**config.mk**
```make
export PLATFORM = sky130hd
export DESIGN_NAME = branch_cmp_ctrl_flat
export DESIGN_NICKNAME = d
export VERILOG_FILES = /design/src/rtl/branch_cmp_ctrl_if.sv /design/src/rtl/branch_cmp_ctrl.sv /design/src/flat_wrapper.sv
export SDC_FILE = /design/constraint.sdc
export NUM_CORES = 1
export LEC_CHECK = 0
export BUFFER_PORTS_ARGS = -buffer_cell sky130_fd_sc_hd__buf_2
export CAP_MARGIN = 40
export CORE_MARGIN = 2
export CORE_UTILIZATION = 49
export DETAILED_ROUTE_END_ITERATION = 8
export MAX_ROUTING_LAYER = met4
export PLACE_DENSITY = 0.88
export SETUP_SLACK_MARGIN = 0.05
export SLEW_MARGIN = 15
export SYNTH_ARGS = -nofsm -noshare
export SYNTH_HDL_FRONTEND = slang
export SYNTH_SLANG_ARGS = --single-unit
```
**constraint.sdc**
```tcl
create_clock -name clk -period 2.1 [get_ports clk]
set_clock_uncertainty 0.2 [all_clocks]
set_input_delay 0.315 -clock clk [delete_from_list [all_inputs] [get_ports clk]]
set_output_delay 0.315 -clock clk [all_outputs]
set_load 0.05 [all_outputs]
```
**src/rtl/branch_cmp_ctrl_if.sv**
```systemverilog
// ---------------------------------------------------------------------------
// branch_cmp_ctrl_if
//   Bundles every non-clock/reset signal of the ID-stage branch compare
//   controller: the branch request from ID, hazard/forwarding information
//   from EX and MEM, the Comparator operand/result pair, and the PC-redirect,
//   stall and counter outputs.
//
//   master : pipeline side (ID/EX/MEM stages, Comparator, IF PC mux)
//   slave  : branch_cmp_ctrl
// ---------------------------------------------------------------------------
interface branch_cmp_ctrl_if #(
  parameter int DATA_W = 16,
  parameter int REG_AW = 3,
  parameter int CNT_W  = 16
);
  // ID-stage branch request
  logic              id_kill;
  logic              br_valid;
  logic              br_is_bne;
  logic [REG_AW-1:0] br_rs;
  logic [REG_AW-1:0] br_rt;
  logic [DATA_W-1:0] rs_data;
  logic [DATA_W-1:0] rt_data;
  logic [DATA_W-1:0] br_target;
  // EX / MEM hazard and forwarding sources
  logic              ex_wr_en;
  logic [REG_AW-1:0] ex_wr_reg;
  logic              mem_wr_en;
  logic [REG_AW-1:0] mem_wr_reg;
  logic              mem_is_load;
  logic [DATA_W-1:0] mem_alu_data;
  // Comparator
  logic [DATA_W-1:0] cmp_a;
  logic [DATA_W-1:0] cmp_b;
  logic              cmp_r;
  // Pipeline control and statistics
  logic              stall;
  logic              redirect;
  logic [DATA_W-1:0] pc_target;
  logic [CNT_W-1:0]  br_cnt;
  logic [CNT_W-1:0]  stall_cnt;

  modport master (
    output id_kill, br_valid, br_is_bne, br_rs, br_rt, rs_data, rt_data,
           br_target, ex_wr_en, ex_wr_reg, mem_wr_en, mem_wr_reg,
           mem_is_load, mem_alu_data, cmp_r,
    input  cmp_a, cmp_b, stall, redirect, pc_target, br_cnt, stall_cnt
  );

  modport slave (
    input  id_kill, br_valid, br_is_bne, br_rs, br_rt, rs_data, rt_data,
           br_target, ex_wr_en, ex_wr_reg, mem_wr_en, mem_wr_reg,
           mem_is_load, mem_alu_data, cmp_r,
    output cmp_a, cmp_b, stall, redirect, pc_target, br_cnt, stall_cnt
  );
endinterface

```
**src/rtl/branch_cmp_ctrl.sv**
```systemverilog
// ---------------------------------------------------------------------------
// branch_cmp_ctrl
//   Sequences the shared 16-bit equality Comparator for BEQ/BNE resolution in
//   ID. A branch whose operands are still being produced by an EX instruction
//   (any kind) or by a load in MEM is held in WAIT with ID stalled. Once the
//   operands are available (register file write-through or the MEM ALU
//   forward path) they are registered into the Comparator and the branch is
//   resolved one cycle later, pulsing redirect when taken.
//
// Ports
//   clk    rising-edge clock
//   rst_n  asynchronous active-low reset
//   bus    branch_cmp_ctrl_if.slave
//            in : id_kill, br_valid, br_is_bne, br_rs, br_rt, rs_data,
//                 rt_data, br_target, ex_wr_en, ex_wr_reg, mem_wr_en,
//                 mem_wr_reg, mem_is_load, mem_alu_data, cmp_r
//            out: cmp_a, cmp_b (registered Comparator operands), stall,
//                 redirect (one-cycle pulse), pc_target (registered),
//                 br_cnt, stall_cnt (saturating counters)
// ---------------------------------------------------------------------------
module branch_cmp_ctrl #(
  parameter int DATA_W = 16,
  parameter int REG_AW = 3,
  parameter int CNT_W  = 16
) (
  input logic           clk,
  input logic           rst_n,
  branch_cmp_ctrl_if.slave bus
);

  typedef enum logic [1:0] {
    IDLE    = 2'd0,
    WAIT    = 2'd1,
    RESOLVE = 2'd2
  } state_t;

  state_t            state;
  logic              bne_flag_p0;
  logic [DATA_W-1:0] cmp_a_p0;
  logic [DATA_W-1:0] cmp_b_p0;
  logic [DATA_W-1:0] pc_target_p0;
  logic [CNT_W-1:0]  br_cnt_p0;
  logic [CNT_W-1:0]  stall_cnt_p0;

  logic              hazard;
  logic              take;
  logic              stall_c;
  logic              redirect_c;
  logic [DATA_W-1:0] fwd_a;
  logic [DATA_W-1:0] fwd_b;

  // Register index x is a live source of the branch (r0 never is).
  function automatic logic src_match(input logic [REG_AW-1:0] x,
                                     input logic [REG_AW-1:0] rs,
                                     input logic [REG_AW-1:0] rt);
    return (x != '0) && ((x == rs) || (x == rt));
  endfunction

  // MEM ALU results bypass the register file; loads are not forwarded since
  // their data only appears at WB.
  function automatic logic [DATA_W-1:0] fwd_sel(input logic [REG_AW-1:0] idx,
                                                input logic [DATA_W-1:0] rf_val,
                                                input logic              m_en,
                                                input logic              m_load,
                                                input logic [REG_AW-1:0] m_reg,
                                                input logic [DATA_W-1:0] m_val);
    if (m_en && !m_load && (idx != '0) && (idx == m_reg)) return m_val;
    return rf_val;
  endfunction

  // Counters stick at all-ones instead of wrapping.
  function automatic logic [CNT_W-1:0] sat_inc(input logic [CNT_W-1:0] c);
    return (&c) ? c : c + CNT_W'(1);
  endfunction

  // Stage p0 inputs: hazard detection, operand selection, handshake outputs
  always_comb begin
    hazard = (bus.ex_wr_en && src_match(bus.ex_wr_reg, bus.br_rs, bus.br_rt)) ||
             (bus.mem_wr_en && bus.mem_is_load &&
              src_match(bus.mem_wr_reg, bus.br_rs, bus.br_rt));

    fwd_a = fwd_sel(bus.br_rs, bus.rs_data, bus.mem_wr_en, bus.mem_is_load,
                    bus.mem_wr_reg, bus.mem_alu_data);
    fwd_b = fwd_sel(bus.br_rt, bus.rt_data, bus.mem_wr_en, bus.mem_is_load,
                    bus.mem_wr_reg, bus.mem_alu_data);

    // Operands are captured on the cycle a waiting or newly arrived branch
    // becomes hazard-free.
    take = !bus.id_kill && bus.br_valid && !hazard &&
           ((state == IDLE) || (state == WAIT));

    // rst_n gates both outputs so they drop the instant reset asserts.
    stall_c    = rst_n && bus.br_valid && !bus.id_kill && (state != RESOLVE);
    redirect_c = rst_n && !bus.id_kill && (state == RESOLVE) &&
                 (bus.cmp_r ^ bne_flag_p0);
  end

  // Stage p0 -> p1: FSM, operand/target capture, statistics
  always_ff @(posedge clk or negedge rst_n) begin
    if (!rst_n) begin
      state        <= IDLE;
      bne_flag_p0  <= 1'b0;
      cmp_a_p0     <= '0;
      cmp_b_p0     <= '0;
      pc_target_p0 <= '0;
      br_cnt_p0    <= '0;
      stall_cnt_p0 <= '0;
    end else begin
      if (stall_c) stall_cnt_p0 <= sat_inc(stall_cnt_p0);

      if (take) begin
        cmp_a_p0     <= fwd_a;
        cmp_b_p0     <= fwd_b;
        pc_target_p0 <= bus.br_target;
        bne_flag_p0  <= bus.br_is_bne;
      end

      if (bus.id_kill) begin
        state <= IDLE;
      end else begin
        case (state)
          IDLE: begin
            if (bus.br_valid) state <= hazard ? WAIT : RESOLVE;
          end
          WAIT: begin
            // A branch vanishing without a kill is abandoned quietly.
            if (!bus.br_valid)  state <= IDLE;
            else if (!hazard)   state <= RESOLVE;
          end
          RESOLVE: begin
            br_cnt_p0 <= sat_inc(br_cnt_p0);
            state     <= IDLE;
          end
          default: state <= IDLE;
        endcase
      end
    end
  end

  assign bus.cmp_a     = cmp_a_p0;
  assign bus.cmp_b     = cmp_b_p0;
  assign bus.pc_target = pc_target_p0;
  assign bus.br_cnt    = br_cnt_p0;
  assign bus.stall_cnt = stall_cnt_p0;
  assign bus.stall     = stall_c;
  assign bus.redirect  = redirect_c;

endmodule

```
**src/flat_wrapper.sv**
```systemverilog
// flat-port wrapper written by rule: the top's interface ports become plain ports
module branch_cmp_ctrl_flat 
#(
  parameter int DATA_W = 16,
  parameter int REG_AW = 3,
  parameter int CNT_W  = 16
)
  (clk, rst_n, bus_id_kill, bus_br_valid, bus_br_is_bne, bus_br_rs, bus_br_rt, bus_rs_data, bus_rt_data, bus_br_target, bus_ex_wr_en, bus_ex_wr_reg, bus_mem_wr_en, bus_mem_wr_reg, bus_mem_is_load, bus_mem_alu_data, bus_cmp_r, bus_cmp_a, bus_cmp_b, bus_stall, bus_redirect, bus_pc_target, bus_br_cnt, bus_stall_cnt);
  branch_cmp_ctrl_if #(.DATA_W(DATA_W), .REG_AW(REG_AW), .CNT_W(CNT_W)) bus_i ();
  input logic clk;
  input logic rst_n;
  input wire logic [$bits(bus_i.id_kill)-1:0] bus_id_kill;
  input wire logic [$bits(bus_i.br_valid)-1:0] bus_br_valid;
  input wire logic [$bits(bus_i.br_is_bne)-1:0] bus_br_is_bne;
  input wire logic [$bits(bus_i.br_rs)-1:0] bus_br_rs;
  input wire logic [$bits(bus_i.br_rt)-1:0] bus_br_rt;
  input wire logic [$bits(bus_i.rs_data)-1:0] bus_rs_data;
  input wire logic [$bits(bus_i.rt_data)-1:0] bus_rt_data;
  input wire logic [$bits(bus_i.br_target)-1:0] bus_br_target;
  input wire logic [$bits(bus_i.ex_wr_en)-1:0] bus_ex_wr_en;
  input wire logic [$bits(bus_i.ex_wr_reg)-1:0] bus_ex_wr_reg;
  input wire logic [$bits(bus_i.mem_wr_en)-1:0] bus_mem_wr_en;
  input wire logic [$bits(bus_i.mem_wr_reg)-1:0] bus_mem_wr_reg;
  input wire logic [$bits(bus_i.mem_is_load)-1:0] bus_mem_is_load;
  input wire logic [$bits(bus_i.mem_alu_data)-1:0] bus_mem_alu_data;
  input wire logic [$bits(bus_i.cmp_r)-1:0] bus_cmp_r;
  output wire logic [$bits(bus_i.cmp_a)-1:0] bus_cmp_a;
  output wire logic [$bits(bus_i.cmp_b)-1:0] bus_cmp_b;
  output wire logic [$bits(bus_i.stall)-1:0] bus_stall;
  output wire logic [$bits(bus_i.redirect)-1:0] bus_redirect;
  output wire logic [$bits(bus_i.pc_target)-1:0] bus_pc_target;
  output wire logic [$bits(bus_i.br_cnt)-1:0] bus_br_cnt;
  output wire logic [$bits(bus_i.stall_cnt)-1:0] bus_stall_cnt;
  assign bus_i.id_kill = bus_id_kill;
  assign bus_i.br_valid = bus_br_valid;
  assign bus_i.br_is_bne = bus_br_is_bne;
  assign bus_i.br_rs = bus_br_rs;
  assign bus_i.br_rt = bus_br_rt;
  assign bus_i.rs_data = bus_rs_data;
  assign bus_i.rt_data = bus_rt_data;
  assign bus_i.br_target = bus_br_target;
  assign bus_i.ex_wr_en = bus_ex_wr_en;
  assign bus_i.ex_wr_reg = bus_ex_wr_reg;
  assign bus_i.mem_wr_en = bus_mem_wr_en;
  assign bus_i.mem_wr_reg = bus_mem_wr_reg;
  assign bus_i.mem_is_load = bus_mem_is_load;
  assign bus_i.mem_alu_data = bus_mem_alu_data;
  assign bus_i.cmp_r = bus_cmp_r;
  assign bus_cmp_a = bus_i.cmp_a;
  assign bus_cmp_b = bus_i.cmp_b;
  assign bus_stall = bus_i.stall;
  assign bus_redirect = bus_i.redirect;
  assign bus_pc_target = bus_i.pc_target;
  assign bus_br_cnt = bus_i.br_cnt;
  assign bus_stall_cnt = bus_i.stall_cnt;
  branch_cmp_ctrl #(.DATA_W(DATA_W), .REG_AW(REG_AW), .CNT_W(CNT_W)) u_core (.clk(clk), .rst_n(rst_n), .bus(bus_i));
endmodule
```
* Yosys cells after proc, flatten, opt, wreduce, memory -nomap -nowiden
Index checks and enable logic that the tools add are counted. W data, S select, Z words.
Word-level totals: word-level logic and storage cells 72, bits of input ports 85, output and inout port bits 82, bits in registers 83
Cells by class: reductions and logical operators 36, add/subtract/negate cells 2, muxes and demuxes 12, bitwise operators 4, equal/unequal tests 11
Operators by type and width (count):
- $mux W16 | 4
- $add A16 B1 Y16 const B | 2
- $reduce_and A16 Y1 | 2
- $logic_and A1 B1 Y1 | 19
- $eq A3 B3 Y1 | 6
- $reduce_bool A3 Y1 | 4
- $mux W2 | 5
- $logic_or A1 B1 Y1 | 4
- $ne A4 B4 Y1 const B | 1
- $pmux W2 S2 | 1
- $reduce_and A2 Y1 | 2
- $logic_not A1 Y1 | 3
- $ne A3 B3 Y1 const B | 1
- $not A1 Y1 | 3
- $reduce_and A3 Y1 | 1
- $eq A2 B1 Y1 const B | 1
- $eq A2 B2 Y1 const B | 1
- $logic_not A2 Y1 | 1
- $mux W1 | 2
- $ne A2 B2 Y1 const B | 1
- $xor A1 B1 Y1 | 1

* Logic depth before layout (Yosys ltp)
Gate-level depths: netlist of run 1.
word-level depth 9, gate-level depth with buffers 7

* Worst setup path before layout of run 1
No wires, ideal clock.
path type flip-flop to flip-flop, start point register u_core.stall_cnt_p0[0], in the netlist u_core.bus.stall_cnt[0], end point register u_core.stall_cnt_p0[15], in the netlist u_core.bus.stall_cnt[15], stages on the path, launching flop included 7, slack -0.157 ns, data required time 1.759 ns, clock period less this slack 2.257 ns, buffers on the path 0, arrival 1.916 ns, path through dfrtp_1 -> ha_1 -> nand3_1 -> nor3_1 -> a2111oi_2 -> nand4_1 -> xnor2_1
Between the ends: cells in the longest elaborated chain, start to end 3, elaborated cells on any way between the ends 4, those cells by class add/sub (1); bitwise (1); reduce/logical (2)
RTL lines:
- start, declared | line branch_cmp_ctrl.sv:43 | logic [CNT_W-1:0] stall_cnt_p0;
- start signal, assigned | line branch_cmp_ctrl.sv:109 | if (stall_c) stall_cnt_p0 <= sat_inc(stall_cnt_p0);
- branches (longest 3 deep; another with $add A16 B1 Y16)
Parallel ways; which one is timed is not known. A chain may end at the register's enable or synchronous reset.

* Worst setup path after layout of run 1
start point register u_core.stall_cnt_p0[12], in the netlist u_core.bus.stall_cnt[12], end point register u_core.stall_cnt_p0[15], in the netlist u_core.bus.stall_cnt[15]
The elaborated chain is that of the path after synthesis.

==> results.md, run 1 <==
- FF-to-FF End: u_core.bus.stall_cnt[15]
- Final net count: 584
- Synthesis-to-finish area growth: 35.2%
- IO Count: 167
- CP max FO: 5
- Tcrit/Tclk final: 92.5%
- Post-synth top cells: dfrtp_1 (83), mux2_2 (44), mux2_4 (40)
- Worst Max-Slew Pin Slew: 520 ps
- R2R setup slack: 160 ps
- Post-synth top area share: 50.0%
- RSZ-0062 raised after global routing: true
- Complex-gate fraction of the synthesized area: 2.83%
- Hold depth: 2
- H-tree depth: 3
- Setup violations, final: 0
- Synthesized area: 0.00415 mm2
- Syn_area_per_cell: 13.7 um2
- CTS sink count: 83
- Post-synthesis xor/xnor area fraction: 8.64%
- Critical Path End Type: register
- Vias in the first global route: 3270
- Top-count cell post-synth: dfrtp_1
- GPL Wtd Cong: 0.905
- Mapped Nets: 391
- WP data arrival: 1970 ps
- Num CTS Buffers: 9
- Synth unique cells: 38
- Total core area: 0.00822 mm2
- Mux contribution to synthesized area: 26.4%
- Largest net degree at the start of global routing: 45
- Final wirelength: 10300 um
- Overall Global Routing Usage: 23.4%
- Final std cells w/o fill: 607
- Site Rows: 33
- N_diodes: 0
- Number of remaining DRC errors: 0
- Port Buf Inserts: 166
- Yosys warnings: 0
- Power per cell area: 988 mW/mm2
- Die W: 96.1 um
- VDD IR max: 0.658 mV
- First-pass GRT wire length: 16000 um
- CTS root buffer: clkbuf_8
- Clock Tree Buf Depth: 2
- Slew Viols, Final: 0
- Final ANT Viol Nets: 0
- Clk Latency, worst-skew pair: 340 ps
- Die footprint: 0.00923 mm2
- Dpl hpwl: 7620 um
- Worst Hold Endpoint: u_core.bus.pc_target[1]
- Top cells by area, synth: dfrtp_1 (50%), mux2_4 (14%), mux2_2 (12%), xnor2_1 (6.3%), xor2_1 (2.3%)
- Share of post-route cells with drive strength above 1: 62.0%
- Post-Synth Adder-Cell Area: 0.602%
- Reg2reg path depth: 5
- Asr flop ratio synth: 100%
- Synth area leader: dfrtp_1
- Initial Util: 50.6%
- HP Start: bus_br_target[1]
- Fill cell count: 588
- Hold Vio Cnt, Final: 0
- Inst Count DP: 574
- Gate Count Post-Synth: 304
- Clk pin slew, worst setup/hold paths: 80 ps
- Post-synthesis sequential area ratio: 50.0%
- Max-cap viol count: 0
- Fmax: 515 MHz
- Largest family of logic cells by synthesized area: multiplexers
- Tmin final: 1940 ps
- Top flip-flop cell by instance count after synthesis: dfrtp_1
- Min-Delay Path Class: in -> reg
- Via count: 3212
- CTS tree: done
- Number of synthesized flops with an enable pin: 0
- Register bit count reported by yosys: 83
- R2r startpoint: u_core.bus.stall_cnt[12]
- Drt via density: 5.29
- Antenna violations before repair: 0
- Status: finished clean
- CP Data Required Time: 2130 ps
- Chip Height: 96.1 um
- Post-place setup slack: -124 ps
- Global route overflow: 0
- Simple-gate share of the synthesized area: 9.07%
- WL/cell: 17.0 um
- Max-slew headroom: 65.3%
- Iter 0 DRT Violations: 71
- Kind of critical path: reg -> reg
- Pleak: 2.75 nW
- Pre-antenna DRT Iters: 4
- Setup ws final: 158 ps
- Crit path launch type: register
-- power breakdown --
part | internal, W | total [W] | switching, W
registers | 0.00192 | 0.00217 | 0.000251
logic | 0.000708 | 0.00227 | 0.00156
clock network | 0.000534 | 0.00111 | 0.000572
-- what timing repair did --
| item | CTS | global route |
|---|---|---|
| hold endpoints to repair | 53 | 0 |
| pin swaps | 0 | 3 |
| hold buffers | 15 | 0 |
| endpoints found under the setup margin | 1 | 10 |
| cloned | 0 | 0 |
| setup buffers | 0 | 2 |
| resized for setup | 1 | 10 |
-- area by class of cell --
cell class	count	area (um2)	area share (%)
Clock buffer	12	165	2.94
Clock inverter	4	32.5	0.579
Inverter	3	11.3	0.200
Multi-Input combinational cell	208	2040	36.3
Sequential cell	83	2100	37.4
Tap cell	105	131	2.34
Timing Repair Buffer	192	1140	20.2
-- registers in the layout, indices dropped and copies added, names as in the netlist --
register and count:
u_core.bus.pc_target 16, u_core.bus.cmp_b 16, u_core.bus.br_cnt 16, u_core.state 2
u_core.bus.cmp_a 16, u_core.bne_flag_p0 1, u_core.bus.stall_cnt 16
-- worst max-delay path by stage --
stage                             start                        to  cells past startpoint
6_report       u_core.bus.stall_cnt[12]  u_core.bus.stall_cnt[15]                      5
5_1_grt            u_core.bus.br_cnt[3]     u_core.bus.br_cnt[15]                      5
4_1_cts                 u_core.state[0]                 bus_stall                      4
3_5_place_dp               bus_br_rt[0]   u_core.bus.pc_target[4]                      8
3_3_place_gp               bus_br_rt[0]   u_core.bus.pc_target[3]                      8
2_1_floorplan   u_core.bus.stall_cnt[1]   u_core.bus.stall_cnt[1]                      5
-- worst max-delay path, stage by stage (launching register included) --
cell and delay [ps]:
dfrtp_2 430, and4_4 210, and3_4 210, a2111oi_4 480, nand4_1 170, xnor2_1 150
-- metal layers --
metal / part of all wire [%] / track usage [%] / up-vias
met5: 0 / - / -
met3: 4.6 / 3.99 / 26
met4: 2.6 / 10.4 / 0
li1: - / - / 1482
met1: 41 / 26.8 / 1594
met2: 52 / 40.3 / 110
-- stage by stage --
step	utilization (%)	power, W	area [um2]	TNS, ps	hold WS [ps]
final	68.4	0.00555	5620	0	18.1
after global routing	68.4	0.00580	5620	0	6.26
after CTS	67.8	0.00559	5570	0	0.151
after detailed placement	63.5	0.00445	5220	-3910	256
after global placement	63.3	0.00438	5200	-2520	264
after floorplan	-	0.00382	4210	0	-181
-- logic make-up after synthesis --
family                   after synthesis
AO/OA/AOI/OAI                         14
XOR/XNOR                              41
adder cells (fa/ha/maj)                2
buffers and inverters                 13
flip-flops                            83
multiplexers                          84
AND/OR/NAND/NOR                       67
-- cells in the final DEF, fill, tap and decap left out, drive strengths merged, types with 2 or more instances in the layout --
| cell type | count |
|---|---|
| a211oi | 2 |
| a21oi | 3 |
| and3 | 6 |
| and4 | 4 |
| buf | 176 |
| clkbuf | 13 |
| clkinvlp | 2 |
| dfrtp | 83 |
| dlygate4sd3 | 15 |
| ha | 2 |
| inv | 4 |
| mux2 | 84 |
| nand2 | 8 |
| nand2b | 4 |
| nand3 | 16 |
| nand4 | 10 |
| nor2 | 7 |
| nor3 | 4 |
| or3 | 2 |
| xnor2 | 30 |
| xor2 | 11 |
No activity file was read; power rests on OpenSTA's default activity.
==> run 2, diff against run 1 <==
ABC_AREA = 1   (was default)
CAP_MARGIN = 20   (was 40)
PLACE_DENSITY = 0.85   (was 0.88)
==> run 2 against run 1 <==
- utilization fell by 5.9 points
- global-route usage rose by 1.5 points
- combinational power barely moved
- worst setup slack got worse by 42 ps
- synthesized cell count rose by 110%
- die area rose by 15%
- critical path depth fell by 1
- first-iteration DRC count rose to 4.0 times the previous value
- critical endpoint is now bus_stall
- largest cell class is now multi-input combinational cells
- highest routed layer unchanged
==> results.md, run 2 <==
- Dpl hpwl: 9500 um (+25%)
- Iter 0 DRT Violations: 281 (+300%)
- Mapped Nets: 724 (+85%)
- Internal power: 0.00325 W (+2.8%)
- Switching power: 0.00258 W (+8.1%)
- Die W: 103 um (+7.4%)
- Reg2reg path depth: 10 (+5)
- Pleak: 3.38 nW (+23%)
- Synthesis-to-finish area growth: 25.1%
- Via count: 4756 (+48%)
- Vias in the first global route: 4364 (+33%)
- Tmin final: 1980 ps (+41.8 ps)
- Tcrit/Tclk final: 94.5% (+2.0 points)
- WL/cell: 13.6 um (-20%)
- Final Core Density: 62.5% (-5.9 points)
- Final ANT Viol Nets: 0 (unchanged)
- Crit path launch type: input pin
- Switching Share: 44.2% (+1.2 points)
- Min-Delay Path Class: in -> reg
- Port Buf Inserts: 166 (unchanged)
- Hold depth: 3 (+1)
- Worst Max-Slew Pin Slew: 830 ps (+310 ps)
- Top flip-flop cell by instance count after synthesis: dfrtp_1
- Global route overflow: 0 (unchanged)
- Asr flop ratio synth: 100% (unchanged)
- TNS Setup: 0 ps (unchanged)
- Clk Latency, worst-skew pair: 350 ps (about the same)
- N_diodes: 0 (unchanged)
- Crit path max-delay cell type: dlygate4sd3_1
- First-pass GRT wire length: 20200 um (+26%)
- Clk pin slew, worst setup/hold paths: 80 ps (about the same)
- Post-synthesis sequential area ratio: 43.1% (-6.9 points)
- Status: finished clean
- Kind of critical path: in -> out
- Top cells by area, synth: dfrtp_1 (43%), nand2_1 (22%), nand3_1 (6.5%), nand4_1 (4.9%), xor2_1 (3.6%)
- Antenna violations before repair: 0 (unchanged)
- Max-cap viol count: 0 (unchanged)
- CP Data Required Time: 1580 ps (-550 ps)
- Worst Hold Endpoint: u_core.bus.pc_target[15]
- Gate Count Post-Synth: 637 (+110%)
- Part of the power in registers: 37.3% (-1.8 points)
- Chip Height: 103 um (+7.4%)
- H-tree depth: 3 (unchanged)
- R2r startpoint: u_core.bus.br_cnt[0]
- Clock Tree Buf Depth: 2 (unchanged)
- Critical-path cell list: dlygate4sd3_1 -> buf_4 -> nor3b_4 -> clkbuf_4
- Post-synth top area share: 43.1% (-6.9 points)
- FF-to-FF End: u_core.bus.br_cnt[3]
- Max-slew headroom: 44.7% (-21 points)
- Synth area leader: dfrtp_1
- Commonest cells after routing, fill and taps aside: nand2_1 (279), buf_2 (163), dfrtp_1 (79)
- Pre-antenna DRT Iters: 5 (+1)
- VDD IR max: 0.549 mV (-17%)
- Overall Global Routing Usage: 24.9% (+1.5 points)
- R2R setup slack: 240 ps (+80 ps)
- Num CTS Buffers: 9 (unchanged)
- Commonest non-fill, non-tap cell in the layout: nand2_1
- IO Count: 167 (unchanged)
- Fmax: 504 MHz (-2.1%)
- Number of remaining DRC errors: 0 (unchanged)
- Initial Util: 50.0% (-0.58 points)
- GPL Wtd Cong: 0.934 (+3.2%)
- Syn_area_per_cell: 7.56 um2 (-45%)
- Die footprint: 0.0106 mm2 (+15%)
- Share of post-route cells with drive strength above 1: 28.4% (-34 points)
- Post-synth top cells: nand2_1 (279), dfrtp_1 (83), nand3_1 (63)
- CTS root buffer: clkbuf_8
- Yosys warnings: 0 (unchanged)
- CP max FO: 6 (+1)
- Number of synthesized flops with an enable pin: 0 (unchanged)
- Synthesized area: 0.00482 mm2 (+16%)
- Fill cell count: 899 (+53%)
- Largest net degree at the start of global routing: 68 (+51%)
- Drt via density: 5.04 (-4.7%)
- Clock Power Share: 23.3% (+3.4 points)
- Final wirelength: 12800 um (+24%)
- Crit path largest cell delay: 530 ps (+50 ps)
- Total core area: 0.00964 mm2 (+17%)
- Top-count cell post-synth: nand2_1
- HP Start: bus_br_target[15]
- Power per cell area: 968 mW/mm2 (-2.0%)
- RSZ-0062 raised after global routing: false
- Comb pwr share: 39.4% (-1.5 points)
- Register bit count reported by yosys: 83 (unchanged)
- Setup violations, final: 0 (unchanged)
- Synth unique cells: 31 (-18%)
- CTS sink count: 83 (unchanged)
- Slew Viols, Final: 0 (unchanged)
- Site Rows: 36 (+9.1%)
- CTS tree: done
- WP data arrival: 1470 ps (-500 ps)
- Hold Vio Cnt, Final: 0 (unchanged)
- Critical Path End Type: output port
- Final net count: 893 (+53%)
## run 2: final cells by class
cell class,count,area [um2],area share (%)
multi-input cells,487,2400,39.8
inverters,41,159,2.64
repair buffers,184,991,16.4
flip-flops and latches,83,2080,34.6
clock buffers,10,128,2.12
clock inverters,5,104,1.72
well taps,133,166,2.76
## run 2: logic make-up (layout without fill, tap and decap cells)
group	count (synthesis)	count (layout)	share of synthesized area, %
compound gates	17	17	2.62
fa+ha+maj	2	2	0.519
buf+inv	67	240	7.53
flops	83	83	43.1
simple gates	436	436	40.4
xor+xnor	32	32	5.82
## run 2: worst max path at each step
stage,from,end,slack (ps),cells past startpoint
floorplan,u_core.bus.br_cnt[9],u_core.bus.br_cnt[10],80,10
global placement,u_core.bus.br_cnt[0],u_core.bus.br_cnt[5],320,10
detailed placement,u_core.bus.br_cnt[0],u_core.bus.br_cnt[7],260,10
CTS,rst_n,bus_stall,90,4
global route,rst_n,bus_stall,50,4
finish,rst_n,bus_stall,120,4
## run 2: critical path, delay by kind of cell
kind                   cells  cell delay, ps
and+or+nand+nor            1             200
buffers and inverters      3             950
## run 2: what timing repair did
item                                    in CTS  in global routing
endpoints found under the setup margin       1                  2
hold buffers                                 2                  0
resized for setup                            2                  1
gates cloned                                 0                  0
endpoints found under the hold margin       17                  0
buffers inserted                             0                  2
## run 2: power groups by stage
stage	Clock, W	Sequential (W)	Combinational, W
after floorplan	0	0.00324	0.000628
after global placement	0	0.00218	0.00228
after detailed placement	0	0.00220	0.00229
after CTS	0.00139	0.00217	0.00230
after global routing	0.00145	0.00223	0.00246
final	0.00136	0.00218	0.00230
## run 2: per-stage QoR
step                      setup WS, ps  std cells  area, um2  hold slack, ps  total power, W
final                              116        943       6030            19.1         0.00583
after floorplan                   79.0        637       4830            -181         0.00387
after global routing              53.0        943       6030            16.4         0.00614
after global placement             318        924       5750           -70.1         0.00446
after CTS                         88.7        941       6010            1.51         0.00586
after detailed placement           257        924       5750           -70.7         0.00449
## run 2: metal layers
layer | up-vias | GRT usage [%] | part of all wire (%)
met5 | - | - | 0
met1 | 2184 | 32.3 | 43
li1 | 2374 | - | -
met3 | 15 | 3.32 | 6.4
met2 | 183 | 40.8 | 49
met4 | 0 | 7.79 | 1.4
